$ cat src/rtl/ped_crossing_pkg.sv
// Shared types and helpers for the pedestrian-crossing controller:
// state encoding, lamp bundle and the per-state lamp decode.
package ped_crossing_pkg;

    typedef enum logic [2:0] {
        CAR_GREEN  = 3'd0,
        CAR_YELLOW = 3'd1,
        ALLRED_1   = 3'd2,
        PED_WALK   = 3'd3,
        PED_CLEAR  = 3'd4,
        ALLRED_2   = 3'd5,
        FLASH      = 3'd6
    } state_t;

    localparam logic LAMP_ON  = 1'b1;
    localparam logic LAMP_OFF = 1'b0;

    typedef struct packed {
        logic car_red;
        logic car_yellow;
        logic car_green;
        logic ped_red;
        logic ped_green;
    } lamps_t;

    // Divider width; a divide-by-2 still needs one bit.
    function automatic int unsigned tick_w(input int unsigned div);
        return (div < 2) ? 1 : $clog2(div);
    endfunction

    // Logical lamp values for a state; blink drives the flashing lamp.
    function automatic lamps_t lamps_for(input state_t st, input logic blink);
        lamps_t l;
        l = '{default: LAMP_OFF};
        case (st)
            CAR_GREEN: begin
                l.car_green = LAMP_ON;
                l.ped_red   = LAMP_ON;
            end
            CAR_YELLOW: begin
                l.car_yellow = LAMP_ON;
                l.ped_red    = LAMP_ON;
            end
            PED_WALK: begin
                l.car_red   = LAMP_ON;
                l.ped_green = LAMP_ON;
            end
            PED_CLEAR: begin
                l.car_red   = LAMP_ON;
                l.ped_green = blink;
            end
            FLASH: begin
                l.car_yellow = blink;
            end
            default: begin
                l.car_red = LAMP_ON;
                l.ped_red = LAMP_ON;
            end
        endcase
        return l;
    endfunction

endpackage

$ cat src/rtl/ped_crossing_ctrl_tick_gen.sv
// Free-running clk divider producing a registered one-cycle tick every
// TICK_DIV cycles; the pulse is timed to coincide with the last divider count.
module tick_gen
    import ped_crossing_pkg::*;
#(
    parameter int unsigned TICK_DIV = 12000000
) (
    input  logic clk,
    input  logic rst,
    output logic tick
);

    localparam int unsigned       TICK_W   = tick_w(TICK_DIV);
    localparam logic [TICK_W-1:0] DIV_LAST = TICK_W'(TICK_DIV - 1);
    localparam logic [TICK_W-1:0] DIV_PRE  = TICK_W'(TICK_DIV - 2);

    logic [TICK_W-1:0] div;

    // tick is registered one count early so it is high while div == DIV_LAST
    always_ff @(posedge clk or negedge rst) begin
        if (!rst) begin
            div  <= '0;
            tick <= 1'b0;
        end else begin
            div  <= (div == DIV_LAST) ? '0 : div + TICK_W'(1);
            tick <= (div == DIV_PRE);
        end
    end

endmodule

$ cat src/rtl/ped_crossing_ctrl.sv
// Pedestrian-crossing controller: input synchronizers, request latch,
// phase FSM with tick-based timing and registered LED pins.
module ped_crossing_ctrl
    import ped_crossing_pkg::*;
#(
    parameter int unsigned TICK_DIV       = 12000000,
    parameter int unsigned CNT_W          = 6,
    parameter int unsigned MIN_GREEN      = 15,
    parameter int unsigned YELLOW_T       = 3,
    parameter int unsigned ALLRED_T       = 1,
    parameter int unsigned WALK_T         = 5,
    parameter int unsigned CLEAR_T        = 4,
    parameter int unsigned LED_ACTIVE_LOW = 1
) (
    input  logic       clk,
    input  logic       rst,
    input  logic       req_n,
    input  logic       flash_mode,
    output logic       car_red,
    output logic       car_yellow,
    output logic       car_green,
    output logic       ped_red,
    output logic       ped_green,
    output logic       req_pending,
    output logic [2:0] phase,
    output logic       tick
);

    localparam logic [CNT_W-1:0] GREEN_LAST  = CNT_W'(MIN_GREEN - 1);
    localparam logic [CNT_W-1:0] YELLOW_LAST = CNT_W'(YELLOW_T - 1);
    localparam logic [CNT_W-1:0] ALLRED_LAST = CNT_W'(ALLRED_T - 1);
    localparam logic [CNT_W-1:0] WALK_LAST   = CNT_W'(WALK_T - 1);
    localparam logic [CNT_W-1:0] CLEAR_LAST  = CNT_W'(CLEAR_T - 1);

    localparam logic [4:0] POL_MASK = (LED_ACTIVE_LOW != 0) ? 5'b11111 : 5'b00000;
    localparam lamps_t     PINS_RST = lamps_t'(lamps_for(CAR_GREEN, LAMP_ON) ^ POL_MASK);

    logic [1:0]       req_sync;
    logic [1:0]       flash_sync;
    logic             req_seen;
    logic             flash_seen;

    state_t           state, state_n;
    logic [CNT_W-1:0] cnt, cnt_n;
    logic             blink, blink_n;
    logic             req_next;
    lamps_t           pins, pins_next;

    tick_gen #(
        .TICK_DIV (TICK_DIV)
    ) u_tick_gen (
        .clk  (clk),
        .rst  (rst),
        .tick (tick)
    );

    // Two-stage synchronizers; the button is carried as logical "pressed".
    always_ff @(posedge clk or negedge rst) begin
        if (!rst) begin
            req_sync   <= 2'b00;
            flash_sync <= 2'b00;
        end else begin
            req_sync   <= {req_sync[0], ~req_n};
            flash_sync <= {flash_sync[0], flash_mode};
        end
    end

    assign req_seen   = req_sync[1];
    assign flash_seen = flash_sync[1];

    always_ff @(posedge clk or negedge rst) begin
        if (!rst) begin
            state       <= CAR_GREEN;
            cnt         <= '0;
            blink       <= LAMP_ON;
            req_pending <= 1'b0;
            pins        <= PINS_RST;
        end else begin
            state       <= state_n;
            cnt         <= cnt_n;
            blink       <= blink_n;
            req_pending <= req_next;
            pins        <= pins_next;
        end
    end

    // Next state, phase counter, blink phase, request latch and lamp pins.
    always_comb begin
        state_n   = state;
        cnt_n     = cnt;
        blink_n   = blink;
        req_next  = req_pending;
        pins_next = pins;

        if (tick) begin
            blink_n = ~blink;
            if (flash_seen) begin
                state_n = FLASH;
            end else begin
                case (state)
                    CAR_GREEN: begin
                        // Counter parks at GREEN_LAST until a request arrives.
                        if (cnt >= GREEN_LAST) begin
                            if (req_pending) state_n = CAR_YELLOW;
                        end else begin
                            cnt_n = cnt + CNT_W'(1);
                        end
                    end
                    CAR_YELLOW: begin
                        if (cnt == YELLOW_LAST) state_n = ALLRED_1;
                        else                    cnt_n   = cnt + CNT_W'(1);
                    end
                    ALLRED_1: begin
                        if (cnt == ALLRED_LAST) state_n = PED_WALK;
                        else                    cnt_n   = cnt + CNT_W'(1);
                    end
                    PED_WALK: begin
                        if (cnt == WALK_LAST) state_n = PED_CLEAR;
                        else                  cnt_n   = cnt + CNT_W'(1);
                    end
                    PED_CLEAR: begin
                        if (cnt == CLEAR_LAST) state_n = ALLRED_2;
                        else                   cnt_n   = cnt + CNT_W'(1);
                    end
                    ALLRED_2: begin
                        if (cnt == ALLRED_LAST) state_n = CAR_GREEN;
                        else                    cnt_n   = cnt + CNT_W'(1);
                    end
                    FLASH: begin
                        state_n = ALLRED_2;
                    end
                    default: begin
                        state_n = CAR_GREEN;
                    end
                endcase
            end
        end

        if (state_n != state) begin
            cnt_n   = '0;
            blink_n = LAMP_ON;
        end

        // Clearing on walk entry or around flash wins over a fresh press.
        if (req_seen && (state != PED_WALK)) req_next = 1'b1;
        if ((state == FLASH) || (state_n == FLASH) ||
            ((state_n == PED_WALK) && (state != PED_WALK))) begin
            req_next = 1'b0;
        end

        pins_next = lamps_t'(lamps_for(state_n, blink_n) ^ POL_MASK);
    end

    assign car_red    = pins.car_red;
    assign car_yellow = pins.car_yellow;
    assign car_green  = pins.car_green;
    assign ped_red    = pins.ped_red;
    assign ped_green  = pins.ped_green;
    assign phase      = state;

endmodule

$ cat config.mk
export PLATFORM = sky130hd
export DESIGN_NAME = ped_crossing_ctrl
export DESIGN_NICKNAME = d
export VERILOG_FILES = /design/src/rtl/ped_crossing_pkg.sv /design/src/rtl/ped_crossing_ctrl_tick_gen.sv /design/src/rtl/ped_crossing_ctrl.sv
export SDC_FILE = /design/constraint.sdc
export NUM_CORES = 1
export LEC_CHECK = 0
export ABC_CLOCK_PERIOD_IN_PS = 2930
export BUFFER_PORTS_ARGS = -buffer_cell sky130_fd_sc_hd__buf_2
export CAP_MARGIN = 10
export CORE_UTILIZATION = 50
export CTS_BUF_LIST = sky130_fd_sc_hd__clkbuf_8
export DETAILED_ROUTE_END_ITERATION = 12
export PLACE_DENSITY = 0.77
export SYNTH_ARGS = -nofsm -noshare
export SYNTH_HDL_FRONTEND = slang
export SYNTH_SLANG_ARGS = --single-unit
$ cat constraint.sdc
create_clock -name clk -period 2.93 [get_ports clk]
set_input_delay 0.293 -clock clk [delete_from_list [all_inputs] [get_ports clk]]
set_output_delay 0.293 -clock clk [all_outputs]
set_load 0.02 [all_outputs]
==> summary.md, run 1 <==
| Metric | Value |
|---|---|
| Post-placement cell count | `299` |
| Antenna violations before repair | `0` |
| Setup violators final | `0` |
| CTS root buf | `clkbuf_8` |
| DR WL met3 | `130 um` |
| First-pass GRT wire length | `7596 um` |
| Share of layout cells above drive strength 1 | `16.08%` |
| CTS H-tree lvls | `2` |
| Crit share post-route | `79.37%` |
| Max Used Layer | `met4` |
| Clock network power share | `46.6%` |
| Clock skew after layout | `0.003807 ns` |
| DR WL met2 | `2064 um` |
| Setup bufs post-CTS | `0` |
| Largest net degree at the start of global routing | `46` |
| Core area | `0.004474 mm^2` |
| Initial DRC Count | `110` |
| Remaining antenna violation count | `0` |
| Synthesized Nets | `248` |
| IO Count | `14` |
| Power density over cell area | `450.8 mW/mm^2` |
| Most frequent cells in the layout | `41 x dfrtp_1, 24 x nor2_1, 19 x nand3_1` |
| Tightest Pin Transition | `0.9385 ns` |
| Crit path DAT | `2.56 ns` |
| Max Fclk | `0.4300 GHz` |
| CP max FO | `8` |
| Overall routed net length | `4336 um` |
| Post-synth top flop | `dfrtp_1` |
| Number of global-route vias before repair | `1713` |
| Failing checks | `design-rule violations` |
| Fillers | `367` |
| Status | `complete, but fails checks` |
| Internal power | `0.9689 mW` |
| Sequential element share of the synthesized area | `47.13%` |
| Finished Layout Cells | `307` |
| Post-cts sizing count | `0` |
| Sw frac | `19.15%` |
| HP Class | `in -> reg` |
| Worst-skew pair later-pin latency | `0.30 ns` |
| Clk slew on worst S/H paths | `0.09 ns` |
| WL met1 | `2077 um` |
| Max_cap viols | `0` |
| Die width | `71.28 um` |
| Avg WL per Cell | `14.12 um` |
| Place WS | `0.6376 ns` |
| Distinct cells, synth | `54` |
| Die area | `0.005081 mm^2` |
| Mapped Cells | `239` |
| Sequential share of power | `52.1%` |
| Fraction of registers with async set/reset | `100.0%` |
| TritonCTS Buffers | `5` |
| Synth warnings | `0` |
| Post-synth EDFFs | `0` |
| DP HPWL | `3045 um` |
| Slew Limit Fails | `0` |
| Synthesis-to-finish area growth | `10.79%` |
| Initial Utilization | `53.64%` |
| PortBufs | `13` |
| GPL Wtd Cong | `0.8459` |
| Min Tclk post-route | `2.326 ns` |
| CP Cell Sequence | `inv_1 -> ha_1 -> and2_1 -> a221oi_1 -> a21boi_0 -> o22ai_4 -> and3b_1 -> or2_1` |
| Crit end category | `register` |
| Leak pwr | `1.182 nW` |
| Slowest cell on the critical path | `dfrtp_1` |
| CP peak stage delay | `0.44 ns` |
| Routed via count | `1771` |
| Setup ws final | `0.6044 ns` |
| Slew margin rel. | `37.43%` |
| Vias/cell | `5.769` |
| Synthesis-stage register bit count | `45` |
| Post-Syn Area | `0.002400 mm^2` |
| Post-Syn Area per Cell | `10.04 um^2` |
| Commonest non-fill, non-tap cell in the layout | `dfrtp_1` |
| CP required | `3.16 ns` |
| Nets@finish | `263` |
| FP Rows | `24` |
| 1st-pass router iterations | `9` |
| Setup TNS | `0 ns` |
| Comb pwr share | `1.2%` |
| Drt drc | `1` |
| Psw | `0.2295 mW` |
| CTS Hold Bufs | `0` |
| Critical path class | `reg -> reg` |
| # clock sinks | `45` |
| RSZ-0062 raised after global routing | `no` |
| VDD IR-drop max | `0.0003831 V` |
| Number of antenna diodes | `0` |
| Worst Setup Start Kind | `register` |
| Clk buf depth | `2` |
| Hold Vio Cnt, Final | `0` |
| Total track usage | `19.35%` |
| CTS tree | `done` |
| Grt ovf | `0` |
| Die Ht | `71.28 um` |
[stage by stage]
step	utilization (%)	hold slack [ns]	power [mW]	instance area, um^2
3_3_place_gp	56.35	0.3328	0.6529	2521
4_1_cts	59.42	0.08963	1.212	2659
3_5_place_dp	56.35	0.3410	0.6532	2521
6_report	59.42	0.09415	1.198	2659
2_1_floorplan	-	-0.002591	0.6386	2400
5_1_grt	59.42	0.07330	1.238	2659
[power by group through the flow]
stage               Combinational [mW]  Sequential, mW  Clock [mW]
finish                          0.0147           0.625       0.559
global placement                0.0158           0.637           0
CTS                             0.0160           0.625       0.571
global route                    0.0182           0.625       0.595
floorplan                      0.00177           0.637           0
detailed placement              0.0160           0.637           0
[per-layer routing]
layer / up-vias / track usage [%]
met5: - / 0
met4: 0 / 5.778
met3: 9 / 6.470
met2: 31 / 32.28
met1: 838 / 24.00
li1: 893 / -
[cell usage after synthesis, types with 2 or more instances]
cell type / n / area [um^2]
dfrtp_1: 41 / 1026
a31oi_1: 4 / 25.02
nand4_1: 7 / 43.79
o211ai_1: 2 / 15.01
and2_1: 3 / 18.77
nor2_1: 24 / 90.09
ha_1: 5 / 62.56
a22oi_1: 3 / 22.52
nor2b_1: 3 / 18.77
inv_1: 8 / 30.03
nand3b_1: 3 / 22.52
or2_1: 2 / 12.51
and3_1: 10 / 62.56
nand3_1: 19 / 95.09
o31ai_1: 6 / 45.04
o21ai_0: 9 / 45.04
xor2_1: 13 / 113.9
a21oi_1: 5 / 25.02
a211oi_2: 2 / 25.02
and4_1: 2 / 17.52
mux2_2: 2 / 22.52
xnor2_1: 9 / 78.83
dfstp_2: 4 / 105.1
nand2_1: 18 / 67.56
clkbuf_1: 6 / 22.52
[critical path: cells and delay by family, from the launching register on]
family	cells	cell delay (ns)
compound gates	3	0.82
fa+ha+maj	1	0.28
buf+inv	1	0.08
flops	1	0.44
simple gates	3	0.65
[path summary, 6_finish.rpt]
kind / startpoint / endpoint / slack [ns] / depth (start not counted)
hold / removal: flash_mode / flash_sync[0] / 0.09 / 1
setup / recovery: cnt[1] / car_red / 0.60 / 8
setup reg to reg: cnt[1] / car_red / 0.60 / 8
min in group asynchronous: rst / cnt[4] / 0.13 / 1
hold reg to reg: req_sync[0] / req_sync[1] / 0.36 / 0
max in group asynchronous: rst / u_tick_gen.div[3] / 2.22 / 1
[state kept, by name (all words and copies together), names as in the netlist]
register,cells
blink,1
car_red,1
req_pending,1
car_green,1
ped_red,1
phase,3
u_tick_gen.div,24
ped_green,1
u_tick_gen.tick,1
req_sync,2
flash_sync,2
car_yellow,1
cnt,6
[area by class of cell]
class	count	area, um^2	area share, %
multi-input cells	178	1207	45.41
flip-flops and latches	45	1131	42.54
inverters	8	30.03	1.129
well taps	52	65.06	2.447
repair buffers	16	87.58	3.294
clock buffers	5	68.82	2.588
clock inverters	3	68.82	2.588
[cells by family (layout without fill, tap and decap cells)]
group,count (synthesis),in the layout,share of synthesized area [%]
simple gates,104,104,24.19
xor+xnor,22,22,8.029
flops,45,45,47.13
buf+inv,16,32,2.554
fa+ha+maj,5,5,2.607
mux,3,3,1.356
compound gates,44,44,14.13
Power figures use the tool's default switching activity.
==> run 2, diff against run 1 <==
ABC_AREA = 1   (was default)
ABC_CLOCK_PERIOD_IN_PS = 2320   (was 2930)
clock period = 2.32 ns   (was 2.93 ns; I/O delays follow)
==> run 2 against run 1 <==
Compared with the run above: the flow now finishes without violations; final cell count grew 36%; clock power shrank 5.5%; synthesized cell count grew 38%; first-iteration DRC count grew 8.2%; combinational power grew 55%; sequential share of layout area shrank 2.6 points; power grew 12%; area after synthesis grew 6.7%; flip-flop and latch count is the same; via count grew 18%.
==> summary.md, run 2 <==
| Metric | Value |
|---|---|
| Status | `completed` |
| Worst R2R End | `cnt[3]` |
| # clock sinks | `45` |
| Sequential element share of the synthesized area | `44.18%` |
| Routed via count | `2086` |
| Top-count cell post-synth | `nand2_1` |
| Setup violators final | `0` |
| CTS tree | `done` |
| Min Tclk post-route | `1.927 ns` |
| Max FFs per register | `24` |
| Placed cell area | `0.002721 mm^2` |
| Total track usage | `20.44%` |
| Overall routed net length | `4916 um` |
| PortBufs | `13` |
| Power density over cell area | `472.9 mW/mm^2` |
| CTS root buf | `clkbuf_8` |
| Initial Utilization | `53.14%` |
| Slew Limit Fails | `0` |
| Synthesis-stage register bit count | `45` |
| Mapped Cells | `329` |
| Most frequent cells in the layout | `73 x nand2_1, 49 x inv_1, 45 x nor2_1` |
| Crit share post-route | `83.06%` |
| IO Count | `14` |
| Synth cell count leaders | `73 x nand2_1, 49 x inv_1, 45 x nor2_1` |
| Post-cts sizing count | `0` |
| CTS H-tree lvls | `2` |
| Crit end category | `register` |
| Final Instance Area | `0.002833 mm^2` |
| Synthesis-to-finish area growth | `10.66%` |
| Share of layout cells above drive strength 1 | `15.67%` |
| Largest net degree at the start of global routing | `46` |
| Slew margin rel. | `69.28%` |
| 1st-pass router iterations | `4` |
| Avg WL per Cell | `11.76 um` |
| Post-Syn Area per Cell | `7.781 um^2` |
| Post-synth EDFFs | `0` |
| Hold slack | `0.03698 ns` |
| Clock skew after layout | `0.001810 ns` |
| Fraction of registers with async set/reset | `100.0%` |
| Number of global-route vias before repair | `2000` |
| Leak pwr | `1.509 nW` |
| Antenna violations before repair | `0` |
| Critical path class | `reg -> reg` |
| Die width | `73.56 um` |
| Power Total | `1.340 mW` |
| Initial DRC Count | `119` |
| RSZ-0062 raised after global routing | `no` |
| R2R Path Start | `cnt[0]` |
| Commonest non-fill, non-tap cell in the layout | `nand2_1` |
| TritonCTS Buffers | `5` |
| Ranking of synthesized cells by area | `dfrtp_1 40%, nand2_1 11%, inv_1 7.2%, nor2_1 6.6%, nand4_1 4.2%` |
| R2R cell count | `12` |
| Setup TNS | `0 ns` |
| Die Ht | `73.56 um` |
| Critical Path Start | `cnt[0]` |
| Max Fclk | `0.5189 GHz` |
| Largest area contributor in the netlist | `dfrtp_1` |
| Setup slack, reg-to-reg | `0.39 ns` |
| Hold Vio Cnt, Final | `0` |
| HP Class | `in -> reg` |
| Vias/cell | `4.990` |
| Die area | `0.005410 mm^2` |
| Synthesized Nets | `338` |
| GPL Wtd Cong | `0.9227` |
| First-pass GRT wire length | `8480 um` |
| Drt drc | `0` |
| CP max FO | `6` |
| Clk slew on worst S/H paths | `0.08 ns` |
| Worst-skew pair later-pin latency | `0.30 ns` |
| CP required | `2.51 ns` |
| Clk buf depth | `2` |
| Layout Utilization | `58.81%` |
| Post-synth top flop | `dfrtp_1` |
| Crit path DAT | `2.12 ns` |
| Nets@finish | `359` |
| Synth warnings | `0` |
| DP HPWL | `3731 um` |
| VDD IR-drop max | `0.0003154 V` |
| Remaining antenna violation count | `0` |
| Max_cap viols | `0` |
| Distinct cells, synth | `35` |
| Grt ovf | `0` |
| Fraction of synthesized cell area taken by the top area cell type | `40.08%` |
| Top reg by flops | `u_tick_gen.div` |
| FP Rows | `25` |
| Worst Setup EP | `cnt[3]` |
| Number of antenna diodes | `0` |
| Worst Setup Start Kind | `register` |
| Post-Syn Area | `0.002560 mm^2` |
| Tightest Pin Transition | `0.4573 ns` |
| Core area | `0.004817 mm^2` |
==> run 2: changes by cell type after synthesis, moves of 6 or more <==
cell      delta
nand2_1     +55
inv_1       +41
nor2_1      +21
and3_1      -10
nand4_1     +10
nor3_1      +10
clkbuf_1     -6
inv_2        +6
o31ai_1      -6
==> run 2: layout make-up <==
| type | instances | area (um^2) |
|---|---|---|
| Clock buffer | 7 | 96.34 |
| Sequential cell | 45 | 1131 |
| Clock inverter | 1 | 5.005 |
| Inverter | 56 | 212.7 |
| Multi-Input combinational cell | 227 | 1209 |
| Timing Repair Buffer | 15 | 95.09 |
| Tap cell | 67 | 83.83 |
| Fill cell | 440 | 1984 |
==> run 2: worst min-delay path by stage <==
| stage | start | to | slack [ns] | cells after the start |
|---|---|---|---|---|
| finish | flash_mode | flash_sync[0] | 0.04 | 1 |
| global route | flash_mode | flash_sync[0] | 0.02 | 1 |
| global placement | rst | cnt[3] | 0.23 | 2 |
| detailed placement | rst | cnt[3] | 0.23 | 2 |
| floorplan | rst | car_green | -0.06 | 0 |
| CTS | flash_mode | flash_sync[0] | 0.03 | 1 |
==> run 2: stage by stage <==
stage	std cells	setup slack, ns
after global routing	418	0.1283
after global placement	409	0.4326
after floorplan	329	0.5997
final	418	0.3930
after detailed placement	409	0.4315
after CTS	418	0.4050
==> run 2: timing repair <==
action	CTS	global route
buffers inserted	0	0
endpoints found under the hold margin	41	0
hold buffers	1	0
==> run 2: power by group <==
part	switching, mW	internal, mW	leakage, nW
clock network	0.259	0.269	0.0542
registers	0.00105	0.787	0.586
logic	0.0159	0.00687	0.869
total	0.276	1.06	1.51
==> run 2: cell families (layout without fill, tap and decap cells) <==
logic type      after synthesis  count (layout)  synth area share, %
simple gates                179             179                32.50
buf+inv                      57              79                8.602
flops                        45              45                44.18
compound gates               29              29                7.478
xor+xnor                     14              14                4.790
fa+ha+maj                     5               5                2.444
==> run 2: worst max-delay path, stage by stage, from the launching register on <==
cell and delay (ns):
dfrtp_1 0.40, inv_1 0.13, ha_1 0.19, nand2_1 0.11, nor2_1 0.15, nand2_1 0.08
o21ai_0 0.09, nor2_1 0.06, nand2_1 0.18, inv_1 0.15, nand2_1 0.10, xor2_1 0.14
nor2_1 0.05
==> run 2: layer usage <==
layer	vias up	track usage [%]	share of wire, %
met1	960	25.98	47
met4	0	6.624	1.3
met5	-	0	0
met2	34	34.76	49
li1	1086	-	-
met3	6	4.252	2.7
==> run 3, diff against run 2 <==
ABC_AREA = 0   (was 1)
ABC_CLOCK_PERIOD_IN_PS = 1800   (was 2320)
clock period = 1.8 ns   (was 2.32 ns; I/O delays follow)
==> run 3 against run 2 <==
Compared with the run above: core utilization up 18 points; the run now ends with design-rule violations, negative setup slack left; hold slack worse by 0.022 ns; largest cell class unchanged; fmax down 10%; via count grew 4.5%; register-to-register slack lost 0.75 ns; final cell count is 11% lower; power grew 25%.
==> summary.md, run 3 (synthesis gave the netlist of run 1 again) <==
| Metric | Value |
|---|---|
| # clock sinks | `45` |
| First-pass GRT wire length | `9722 um` |
| PortBufs | `13` |
| Die width | `71.28 um` |
| Synthesis-to-finish area growth | `42.91%` |
| Remaining antenna violation count | `0` |
| CTS H-tree lvls | `2` |
| Worst hold start | `req_n` |
| Avg WL per Cell | `17.32 um` |
| Die Ht | `71.28 um` |
| Leak pwr | `1.540 nW` |
| Vias/cell | `5.858` |
| Setup ws final | `-0.3528 ns` |
| CTS root buf | `clkbuf_8` |
| FP Rows | `24` |
| Routed via count | `2179` |
| DP HPWL | `3920 um` |
| Storage cell area | `0.001139 mm^2` |
| Critical Path Start | `cnt[3]` |
| CP max FO | `8` |
| Status | `complete, but fails checks` |
| Hold Vio Cnt, Final | `0` |
| Drt drc | `1` |
| Power Total | `1.669 mW` |
| Most frequent cells in the layout | `59 x buf_4, 35 x dfrtp_1, 17 x nand2_1, 17 x nand3_1` |
| Total track usage | `25.24%` |
| Slew margin rel. | `63.72%` |
| Share of layout cells above drive strength 1 | `48.75%` |
| Max FFs per register | `24` |
| Power density over cell area | `486.6 mW/mm^2` |
| CP required | `2.03 ns` |
| Nets@finish | `328` |
| Initial Utilization | `53.64%` |
| Top reg by flops | `u_tick_gen.div` |
| Worst Setup Start Kind | `register` |
| Clk slew on worst S/H paths | `0.09 ns` |
| 1st-pass router iterations | `8` |
| Max_cap viols | `0` |
| Largest net degree at the start of global routing | `46` |
| Tightest Pin Transition | `0.5442 ns` |
| R2R Path Start | `cnt[3]` |
| Initial DRC Count | `104` |
| Commonest non-fill, non-tap cell in the layout | `buf_4` |
| Setup violators final | `14` |
| TritonCTS Buffers | `5` |
| Multi-input logic area | `0.001490 mm^2` |
| Clk buf depth | `2` |
| Crit share post-route | `119.6%` |
| IO Count | `14` |
| HP Class | `in -> reg` |
| GPL Wtd Cong | `0.8494` |
| Failing checks | `design-rule violations, negative setup slack` |
| Core area | `0.004474 mm^2` |
| Min Tclk post-route | `2.153 ns` |
| Crit path DAT | `2.38 ns` |
| CTS tree | `done` |
| Grt ovf | `0` |
| Place WS | `-0.3235 ns` |
| Clock skew after layout | `0.009748 ns` |
| Number of antenna diodes | `0` |
| Crit end category | `register` |
| Overall routed net length | `6444 um` |
| Critical path class | `reg -> reg` |
| Max Fclk | `0.4645 GHz` |
| Fillers | `282` |
| Number of global-route vias before repair | `2187` |
| Slew Limit Fails | `0` |
| Worst-skew pair later-pin latency | `0.30 ns` |
| VDD IR-drop max | `0.0003905 V` |
| RSZ-0062 raised after global routing | `yes` |
| Die area | `0.005081 mm^2` |
| Antenna violations before repair | `0` |
## run 3: changes by cell type in the layout (fill, tap and decap cells not counted), moves of 6 or more
cell	change
buf_4	+59
nand2_1	-56
inv_1	-42
nor2_1	-32
nor3_1	-11
nand4_1	-10
and3_1	+9
buf_6	+6
dfrtp_1	-6
dfrtp_2	+6
## run 3: critical path: stages (launching register included)
cell and delay (ns):
dfrtp_2 0.43, buf_12 0.13, nor4_4 0.29, buf_4 0.19, a21oi_2 0.07, o31ai_2 0.28
o21ai_2 0.19, and3b_2 0.28, or2_1 0.22
## run 3: worst paths after layout
path	end	slack, ns	cells after the start
worst max-delay path	car_red	-0.35	8
worst min-delay path	req_sync[0]	0.02	2
worst max register to register	car_red	-0.35	8
worst min register to register	flash_sync[1]	0.36	0
max in group asynchronous	cnt[3]	0.91	3
min in group asynchronous	u_tick_gen.div[6]	0.47	3
## run 3: repair_timing
item / in CTS / in global routing
buffers inserted: 15 / 5
gates resized for setup: 29 / 32
setup endpoints to repair: 27 / 26
endpoints found under the hold margin: 42 / 0
hold buffers: 2 / 0
pin swaps: 23 / 30
## run 3: where the power goes
group	internal (mW)	leakage (nW)	switching, mW
Sequential	1.01	0.576	0.00270
Combinational	0.00957	0.919	0.0237
Clock	0.275	0.0445	0.343
## run 3: stage by stage
stage / TNS, ns / utilization, % / hold slack (ns) / instances / area [um^2]
after floorplan: -1.081 / - / -0.1156 / 239 / 2464
after global placement: -2.994 / 64.79 / 0.2790 / 343 / 2899
after detailed placement: -4.126 / 64.79 / 0.2859 / 343 / 2899
after CTS: -2.813 / 72.68 / 0.003984 / 367 / 3252
after global routing: -5.268 / 76.65 / 0.001623 / 372 / 3430
final: -3.924 / 76.65 / 0.01537 / 372 / 3430
## run 3: area by class of cell
cell class	count	share of cell area, %
inverters	8	0.8756
flip-flops and latches	45	33.20
clock buffers	5	2.007
repair buffers	81	17.95
well taps	52	1.897
multi-input cells	178	43.45
clock inverters	3	0.6202
## run 3: per-layer routing
metal	part of all wire (%)	track usage [%]	wire (um)	vias to the layer above
met5	0	0	0	-
met4	2.6	12.89	167	0
met3	3.4	4.782	222	24
met2	54	43.70	3478	61
met1	40	30.10	2575	1079
li1	-	-	-	1015
